### config.mk
export PLATFORM = sky130hd
export DESIGN_NAME = dmem_arbiter
export DESIGN_NICKNAME = d
export VERILOG_FILES = /design/src/rtl/types_pkg.sv /design/src/rtl/dmem_arbiter_rr.sv /design/src/rtl/dmem_arbiter.sv
export SDC_FILE = /design/constraint.sdc
export NUM_CORES = 1
export LEC_CHECK = 0
export CORE_ASPECT_RATIO = 1.5
export CORE_MARGIN = 2
export CORE_UTILIZATION = 43
export CTS_BUF_LIST = sky130_fd_sc_hd__clkbuf_8
export DETAILED_ROUTE_END_ITERATION = 12
export PLACE_DENSITY = 0.95
export SYNTH_ARGS = -nofsm -noshare
export SYNTH_HDL_FRONTEND = slang
export SYNTH_SLANG_ARGS = --single-unit
### constraint.sdc
create_clock -name clk -period 5.6 [get_ports clk]
set_clock_uncertainty 0.2 [all_clocks]
set_input_delay 1.12 -clock clk [delete_from_list [all_inputs] [get_ports clk]]
set_output_delay 1.12 -clock clk [all_outputs]
set_load 0.01 [all_outputs]
### src/rtl/types_pkg.sv
// Shared types for the data-memory arbiter: FSM states, request record and sizes.
package types_pkg;

  localparam int XLEN_DEFAULT = 32;
  localparam int ADDR_WIDTH_DEFAULT = 32;
  localparam int NUM_DMEM_REQ = 2;

  typedef logic [XLEN_DEFAULT-1:0] word_t;
  typedef logic [ADDR_WIDTH_DEFAULT-1:0] address_t;

  typedef enum logic [1:0] {
    DMEM_IDLE,
    DMEM_ACCESS,
    DMEM_WAIT,
    DMEM_RESP
  } dmem_arb_state_e;

  typedef struct packed {
    logic     we;
    address_t addr;
    word_t    wdata;
  } dmem_req_t;

endpackage

### src/rtl/dmem_arbiter_rr.sv
// Two-way round-robin grant: one-hot grant from the valid bits, remembering the last winner.
module rr_grant2 (
  input  logic       clk,
  input  logic       reset,
  input  logic [1:0] reqValid,
  input  logic       update,
  output logic [1:0] grant,
  output logic       lastGrant
);

  // On a tie the requester that did not win last time goes first.
  always_comb begin
    grant = 2'b00;
    case (reqValid)
      2'b01:   grant = 2'b01;
      2'b10:   grant = 2'b10;
      2'b11:   grant = lastGrant ? 2'b01 : 2'b10;
      default: grant = 2'b00;
    endcase
  end

  // Starting at 1 lets requester 0 win the first tie after reset.
  always_ff @(posedge clk or posedge reset) begin
    if (reset) begin
      lastGrant <= 1'b1;
    end else if (update && (|grant)) begin
      lastGrant <= grant[1];
    end
  end

endmodule

### src/rtl/dmem_arbiter.sv
// Serialises two cores' accesses onto one single-port data memory, round-robin on contention.
// Optional DMEM_ARB_STATS_EN adds saturating grant and conflict counters.
module dmem_arbiter
  import types_pkg::*;
#(
  parameter int XLEN        = XLEN_DEFAULT,
  parameter int ADDR_WIDTH  = ADDR_WIDTH_DEFAULT,
  parameter int MEM_LATENCY = 1
) (
  input  logic                       clk,
  input  logic                       reset,
  input  logic [1:0]                 req_valid,
  input  logic [1:0]                 req_we,
  input  logic [1:0][ADDR_WIDTH-1:0] req_addr,
  input  logic [1:0][XLEN-1:0]       req_wdata,
  output logic [1:0]                 req_ready,
  output logic [1:0]                 rsp_valid,
  output logic [1:0][XLEN-1:0]       rsp_rdata,
  output logic                       mem_en,
  output logic                       mem_we,
  output logic [ADDR_WIDTH-1:0]      mem_addr,
  output logic [XLEN-1:0]            mem_wdata,
  input  logic [XLEN-1:0]            mem_rdata
`ifdef DMEM_ARB_STATS_EN
  ,
  output logic [1:0][31:0]           grant_cnt,
  output logic [31:0]                conflict_cnt
`endif
);

  dmem_arb_state_e state, stateNext;
  dmem_req_t       reqReg, selReq;
  logic [3:0]      waitCnt;
  logic [1:0]      grant;
  logic            lastGrant;
  logic            accept;
  logic            selIdx;

  rr_grant2 uGrant (
    .clk       (clk),
    .reset     (reset),
    .reqValid  (req_valid),
    .update    (accept),
    .grant     (grant),
    .lastGrant (lastGrant)
  );

  assign accept    = (state == DMEM_IDLE) && (|req_valid);
  assign req_ready = (state == DMEM_IDLE) ? grant : 2'b00;
  assign mem_addr  = reqReg.addr;
  assign mem_wdata = reqReg.wdata;

  always_comb begin
    selIdx       = grant[1];
    selReq.we    = req_we[selIdx];
    selReq.addr  = req_addr[selIdx];
    selReq.wdata = req_wdata[selIdx];
  end

  always_comb begin
    stateNext = state;
    case (state)
      DMEM_IDLE:   if (|req_valid) stateNext = DMEM_ACCESS;
      DMEM_ACCESS: stateNext = DMEM_WAIT;
      DMEM_WAIT:   if (waitCnt == 4'd1) stateNext = DMEM_RESP;
      DMEM_RESP:   stateNext = DMEM_IDLE;
      default:     stateNext = DMEM_IDLE;
    endcase
  end

  always_ff @(posedge clk or posedge reset) begin
    if (reset) state <= DMEM_IDLE;
    else       state <= stateNext;
  end

  // mem_en is raised on the accept edge so the strobe lines up with the ACCESS cycle;
  // lastGrant already names the owner of the transaction after that edge.
  always_ff @(posedge clk or posedge reset) begin
    if (reset) begin
      reqReg    <= '0;
      mem_en    <= 1'b0;
      mem_we    <= 1'b0;
      waitCnt   <= 4'd0;
      rsp_valid <= 2'b00;
      rsp_rdata <= '0;
    end else begin
      rsp_valid <= 2'b00;
      case (state)
        DMEM_IDLE: begin
          if (accept) begin
            reqReg <= selReq;
            mem_en <= 1'b1;
            mem_we <= selReq.we;
          end
        end
        DMEM_ACCESS: begin
          mem_en  <= 1'b0;
          mem_we  <= 1'b0;
          waitCnt <= 4'(MEM_LATENCY);
        end
        DMEM_WAIT: begin
          waitCnt <= waitCnt - 4'd1;
          if (waitCnt == 4'd1) begin
            rsp_valid[lastGrant] <= 1'b1;
            if (!reqReg.we) rsp_rdata[lastGrant] <= mem_rdata;
          end
        end
        default: ;
      endcase
    end
  end

`ifdef DMEM_ARB_STATS_EN
  // A conflict is any cycle where a valid request is left waiting.
  always_ff @(posedge clk or posedge reset) begin
    if (reset) begin
      grant_cnt    <= '0;
      conflict_cnt <= '0;
    end else begin
      for (int i = 0; i < NUM_DMEM_REQ; i++) begin
        if (accept && grant[i] && (grant_cnt[i] != 32'hFFFF_FFFF))
          grant_cnt[i] <= grant_cnt[i] + 32'd1;
      end
      if ((|(req_valid & ~req_ready)) && (conflict_cnt != 32'hFFFF_FFFF))
        conflict_cnt <= conflict_cnt + 32'd1;
    end
  end
`endif

endmodule

---- After elaboration in Yosys (flattened, before gate mapping) ----
Index checks and enable logic that the tools add are counted.
word-level totals
  flip-flop bits (word level) ............. 140
  bits of input ports ..................... 166
  output and inout bits ................... 134
  word-level logic and storage cells ...... 62
operators by class
  $add $sub $neg .......................... 1
  magnitude comparators ................... 3
  eq/ne operators ......................... 10
  muxes and demuxes ....................... 24
  bitwise logic cells ..................... 1
  reduce and logical (&&, ||, !) cells .... 12
operator list
  kind                                                                   number
  32-bit two-way mux                                                     5
  64-bit bitwise mux                                                     1
  32-bit demux with 1-bit select                                         1
  2-bit two-way mux                                                      6
  2-bit equality test, second input constant                             4
  2-bit one-hot mux with 4 select lines                                  1
  4-bit one-hot mux with 2 select lines                                  1
  2-bit one-hot mux with 3 select lines                                  1
  2-bit AND reduction                                                    3
  1-bit two-way mux                                                      5
  2-bit by 1-bit equality test with 1-bit output, second input constant  2
  4-bit by 1-bit equality test with 1-bit output, second input constant  1
  1-bit by 2-bit < comparator with 1-bit output, second input constant   2
  2-bit by 1-bit != test with 1-bit output, second input constant        2
  1-bit one-hot mux with 2 select lines                                  2
  2-bit nonzero test                                                     2
  2-bit OR reduction                                                     2
  4-bit by 1-bit subtractor with 4-bit output, second input constant     1
  1-bit logical AND                                                      3
  3-bit AND reduction                                                    1
  2-bit logical NOT                                                      1
  2-bit != test, second input constant                                   1
  1-bit demux with 1-bit select                                          1
  1-bit greater-or-equal comparator, second input constant               1
  1-bit NOT                                                              1

---- Logic depth before layout (Yosys ltp) ----
  depth after elaboration ................. 6
  depth in mapped cells ................... 8
  depth with buffers taken out ............ 5

---- Modules after synthesis ----
Synthesis repeated with hierarchy kept, for this count alone.
unflattened totals
  cell total of the unflattened synthesis .. 544
  area total of the unflattened synthesis .. 6577.6 µm²
by module, submodules not included
  module        times used  cells an instance  area each (µm²)  sequential area each (µm²)
  dmem_arbiter  1           537                6517.5           3478.3
  rr_grant2     1           7                  60.1             26.3

---- Worst setup path before layout ----
No wires, ideal clock.
  path kind ............................... input-to-output
  start ................................... input port req_valid[1]
  end ..................................... output port req_ready[0]
  arrival ................................. 2.017 ns
  slack ................................... 2.263 ns
  cell stages on the path ................. 5
  path buffers ............................ 3
  path through ............................ buf_2 -> nor2b_1 -> clkbuf_1 -> clkbuf_1 -> nor2_1
on the way
  word-level cells in the longest chain between the ends .. 3
  elaborated cells on any way between the ends .. 5
RTL lines
  what                                                                                   RTL line               RTL
  start, declared                                                                        dmem_arbiter.sv:12     input logic [1:0] req_valid,
  2-bit equality test or 2-bit by 1-bit equality test with 1-bit output (tied branches)  dmem_arbiter_rr.sv:14  case (reqValid)
  2-bit one-hot mux with 3 select lines *                                                dmem_arbiter_rr.sv:14
  2-bit two-way mux *                                                                    dmem_arbiter.sv:49     assign req_ready = (state == DMEM_IDLE) ? grant : 2'b00;
  end, declared                                                                          dmem_arbiter.sv:16     output logic [1:0] req_ready,
Every way passes the cells marked *; elsewhere a longest branch is shown, timed or not.

---- Worst setup path in the final report ----
  start ................................... input port req_valid[0]
  end ..................................... output port req_ready[1]
Same word-level chain as after synthesis.

==> metrics.md <==
| Metric | Value |
|---|---|
| Status | complete, no violations |
| Final hold slack | just under 0.3 ns |
| Post-synth EDFFs | 0 |
| Asr flop ratio synth | 100% |
| Total gr overflow | 0 |
| Cell Rows | between 50 and 60 |
| First-pass GRT wire length | slightly below 30000 µm |
| Yosys reg bits | between 100 and 150 |
| Number of global-route vias before repair | ~5500 |
| Min-Delay Path Class | reg2reg |
| Post-CTS Setup Bufs | 0 |
| Simple-gate share of the synthesized area | around 11% |
| Worst endpoint required time | around 4.3 ns |
| Critical hold path startpoint | rsp_rdata[56] |
| P_leak | approximately 3.9 nW |
| Die Ht | 156 µm |
| Wirelength per Cell | 19.2 µm |
| Post-synthesis mux area share | between 10 and 15% |
| Root buffer cell | clkbuf_8 |
| IO Pins | 300 |
| Syn Inst Count | approximately 580 |
| Post-synthesis cell area | between 6000 and 7000 µm² |
| Worst IR drop on VDD | between 0.0003 and 0.0004 V |
| DR iter-0 viols | roughly 330 |
| Syn. warnings | 0 |
| Max-cap violations | 0 |
| WS Path Type | in2out |
| Peak Freq | 0.224 GHz |
| WP data arrival | about 3.2 ns |
| Post-synthesis adder-cell area fraction | less than 1% |
| Total CTS buffers | 17 |
| Crit path capture type | primary output |
| Critical path startpoint category | primary input |
| Slew @ Worst Pin | approximately 1.1 ns |
| Rel. slew slack | approximately 29% |
| CTS Sinks | 140 |
| RR Startpoint | state[0] |
| Sequential share of the synthesized area | between 50% and 60% |
| Tcrit/Tclk final | approximately 80% |
| Total GRT Usage | 23.1% |
| Synth-to-Final Area Change | 45.5% |
| Largest net degree at the start of global routing | 116 |
| Vias | roughly 5300 |
| Core ar. | between 15000 and 20000 µm² |
| Synth Area per Inst | 11.4 µm² |
| Maximum fanout along the worst path | 15 |
| H-Tree Depth | 4 |
| PortBufs | approximately 300 |
| Antenna Cells | 0 |
| Routed WL | slightly below 20000 µm |
| Ys flop type | dfrtp_1 |
| Die Width | between 100 and 150 µm |
| Initial antenna violation count | 0 |
| Clock Latency Late Sink | 0.43 ns |
| Final-layout fill cell count | ~1100 |
| Initial Util | 43.9% |
| Setup TNS | 0 ns |
| Syn Nets | 749 |
| CTS-repair resized insts | 0 |
| Main combinational cell family by area after synthesis | multiplexers |
| Share of cells above drive strength 1 | roughly 15% |
| DR vias/cell | ~5.3 |
| Worst Hold Path Cells | 1 |
| Worst hold endpoint | rsp_rdata[56] |
| CTS tree | done |
| Clock-pin slew on the worst setup and hold paths | ~0.080 ns |
| Area of the multi-input gates | about 2400 µm² |
| Detailed Routing Iterations Pass 1 | 5 |
| Antenna Nets Post-Route | 0 |
| Max Root-Sink Buffers | 2 |
| Setup violations, final | 0 |
| Pwr dens | between 500 and 600 nW/µm² |
| Final hold violations | 0 |
| Die Area | 16400 µm² |
| XOR/XNOR Fraction of Synth Area | 0% |
| CTS Hold Bufs | 0 |
| Storage element area | ~3500 µm² |
| Reg2Reg Depth | 6 |
| R2R setup slack | approximately 2.9 ns |
| Post-synth cell types | 35 |
| Post-synthesis compound-gate area fraction | between 10% and 20% |
| Nets | between 900 and 1000 |
| DR DRC count | 0 |
| Final Max Slew Viols | 0 |
| Unrepaired setup endpoints after global routing | no |
| RePlAce Congestion | approximately 0.81 |
| DPL Wire Length | roughly 13000 µm |
| RR Endpoint | mem_addr[17] |
| Min cycle time layout | between 4 and 5 ns |
==> where the power goes <==
part / total, mW / internal (mW) / switching [mW] / leakage, nW
clock: 0.848 / 0.418 / 0.430 / 0.195
sequential: 1.83 / 1.52 / 0.308 / 1.61
combinational: 2.69 / 1.52 / 1.17 / 2.09
==> cell type report <==
type / count / share of cell area [%]
Clock buffer: 18 / 2.57
Clock inverter: 13 / 1.61
Inverter: 10 / 0.442
Multi-Input combinational cell: 317 / 24.7
Sequential cell: 140 / 36.4
Tap cell: 199 / 2.59
Timing Repair Buffer: 306 / 31.6
==> cells in the mapped netlist (3+ instances only) <==
master,instances,area share (%)
dfrtp_1,139,53
nor2_1,74,4.2
buf_4,65,7.4
nor3_1,59,4.5
o32ai_1,59,7.8
clkbuf_1,37,2.1
mux2_2,33,5.6
mux2_4,30,6.8
a21oi_1,12,0.91
inv_1,10,0.57
nand2_1,7,0.40
buf_6,6,1.0
nor2b_1,6,0.57
ha_1,5,0.95
o221a_2,5,0.85
o21ai_0,4,0.30
nand3_1,3,0.23
==> worst max-delay path: stages <==
cell	delay, ns
clkdlybuf4s50_1	0.67
and2_2	0.34
or2_2	0.35
inv_1	0.10
clkdlybuf4s50_1	0.55
==> layer usage <==
layer	GRT usage [%]	part of all wire (%)
met1	28.4	41
met2	39.1	50
met3	5.47	6.5
met4	9.27	2.4
met5	0	0
==> cells by family after synthesis <==
family                     count (synthesis)
adders and majority gates                  5
AOI/OAI and AO/OA                         88
and+or+nand+nor                          159
buffers and inverters                    121
muxes                                     65
DFF                                      140
==> registers in the layout, summed over array words and instances, names as in the netlist <==
signal / flops
uGrant.lastGrant: 1
waitCnt: 4
state: 2
reqReg: 1
mem_wdata: 32
mem_we: 1
mem_addr: 32
mem_en: 1
rsp_valid: 2
rsp_rdata: 64
==> cells in the final DEF (no fill, tap or decap), types with 2 or more instances in the layout <==
cell type	Yosys	layout
a21oi_1	12	12
buf_4	65	7
bufinv_16	0	2
clkbuf_8	0	18
clkdlybuf4s50_1	0	299
clkinvlp_4	0	3
dfrtp_1	139	139
ha_1	5	5
inv_1	10	9
inv_6	0	7
mux2_1	2	2
mux2_2	33	33
mux2_4	30	30
nand2_1	7	5
nand2_2	0	2
nand3_1	3	3
nand3b_1	2	2
nor2_1	74	74
nor2b_1	6	5
nor3_1	59	59
o21ai_0	4	4
o221a_2	5	5
o22a_1	2	2
o32ai_1	59	59
==> worst max path at each step <==
stage	slack (ns)	start	depth (start not counted)	to
floorplan	0.53	reset	1	mem_addr[0]
global placement	1.16	req_valid[0]	5	req_ready[1]
detailed placement	1.14	req_valid[0]	5	req_ready[1]
CTS	1.14	req_valid[0]	5	req_ready[1]
global route	0.99	req_valid[0]	5	req_ready[1]
finish	1.13	req_valid[0]	5	req_ready[1]
==> per-stage QoR <==
stage | util, % | worst slack [ns] | power [mW] | instances | cell area [µm²]
after floorplan | - | 0.529 | 3.46 | 578 | 6610
after global placement | 61.2 | 1.16 | 4.44 | 972 | 9220
after detailed placement | 61.2 | 1.14 | 4.55 | 972 | 9220
after CTS | 63.9 | 1.14 | 5.42 | 1003 | 9620
after global routing | 63.9 | 0.992 | 5.68 | 1003 | 9620
final | 63.9 | 1.13 | 5.37 | 1003 | 9620
Power figures use the tool's default switching activity.
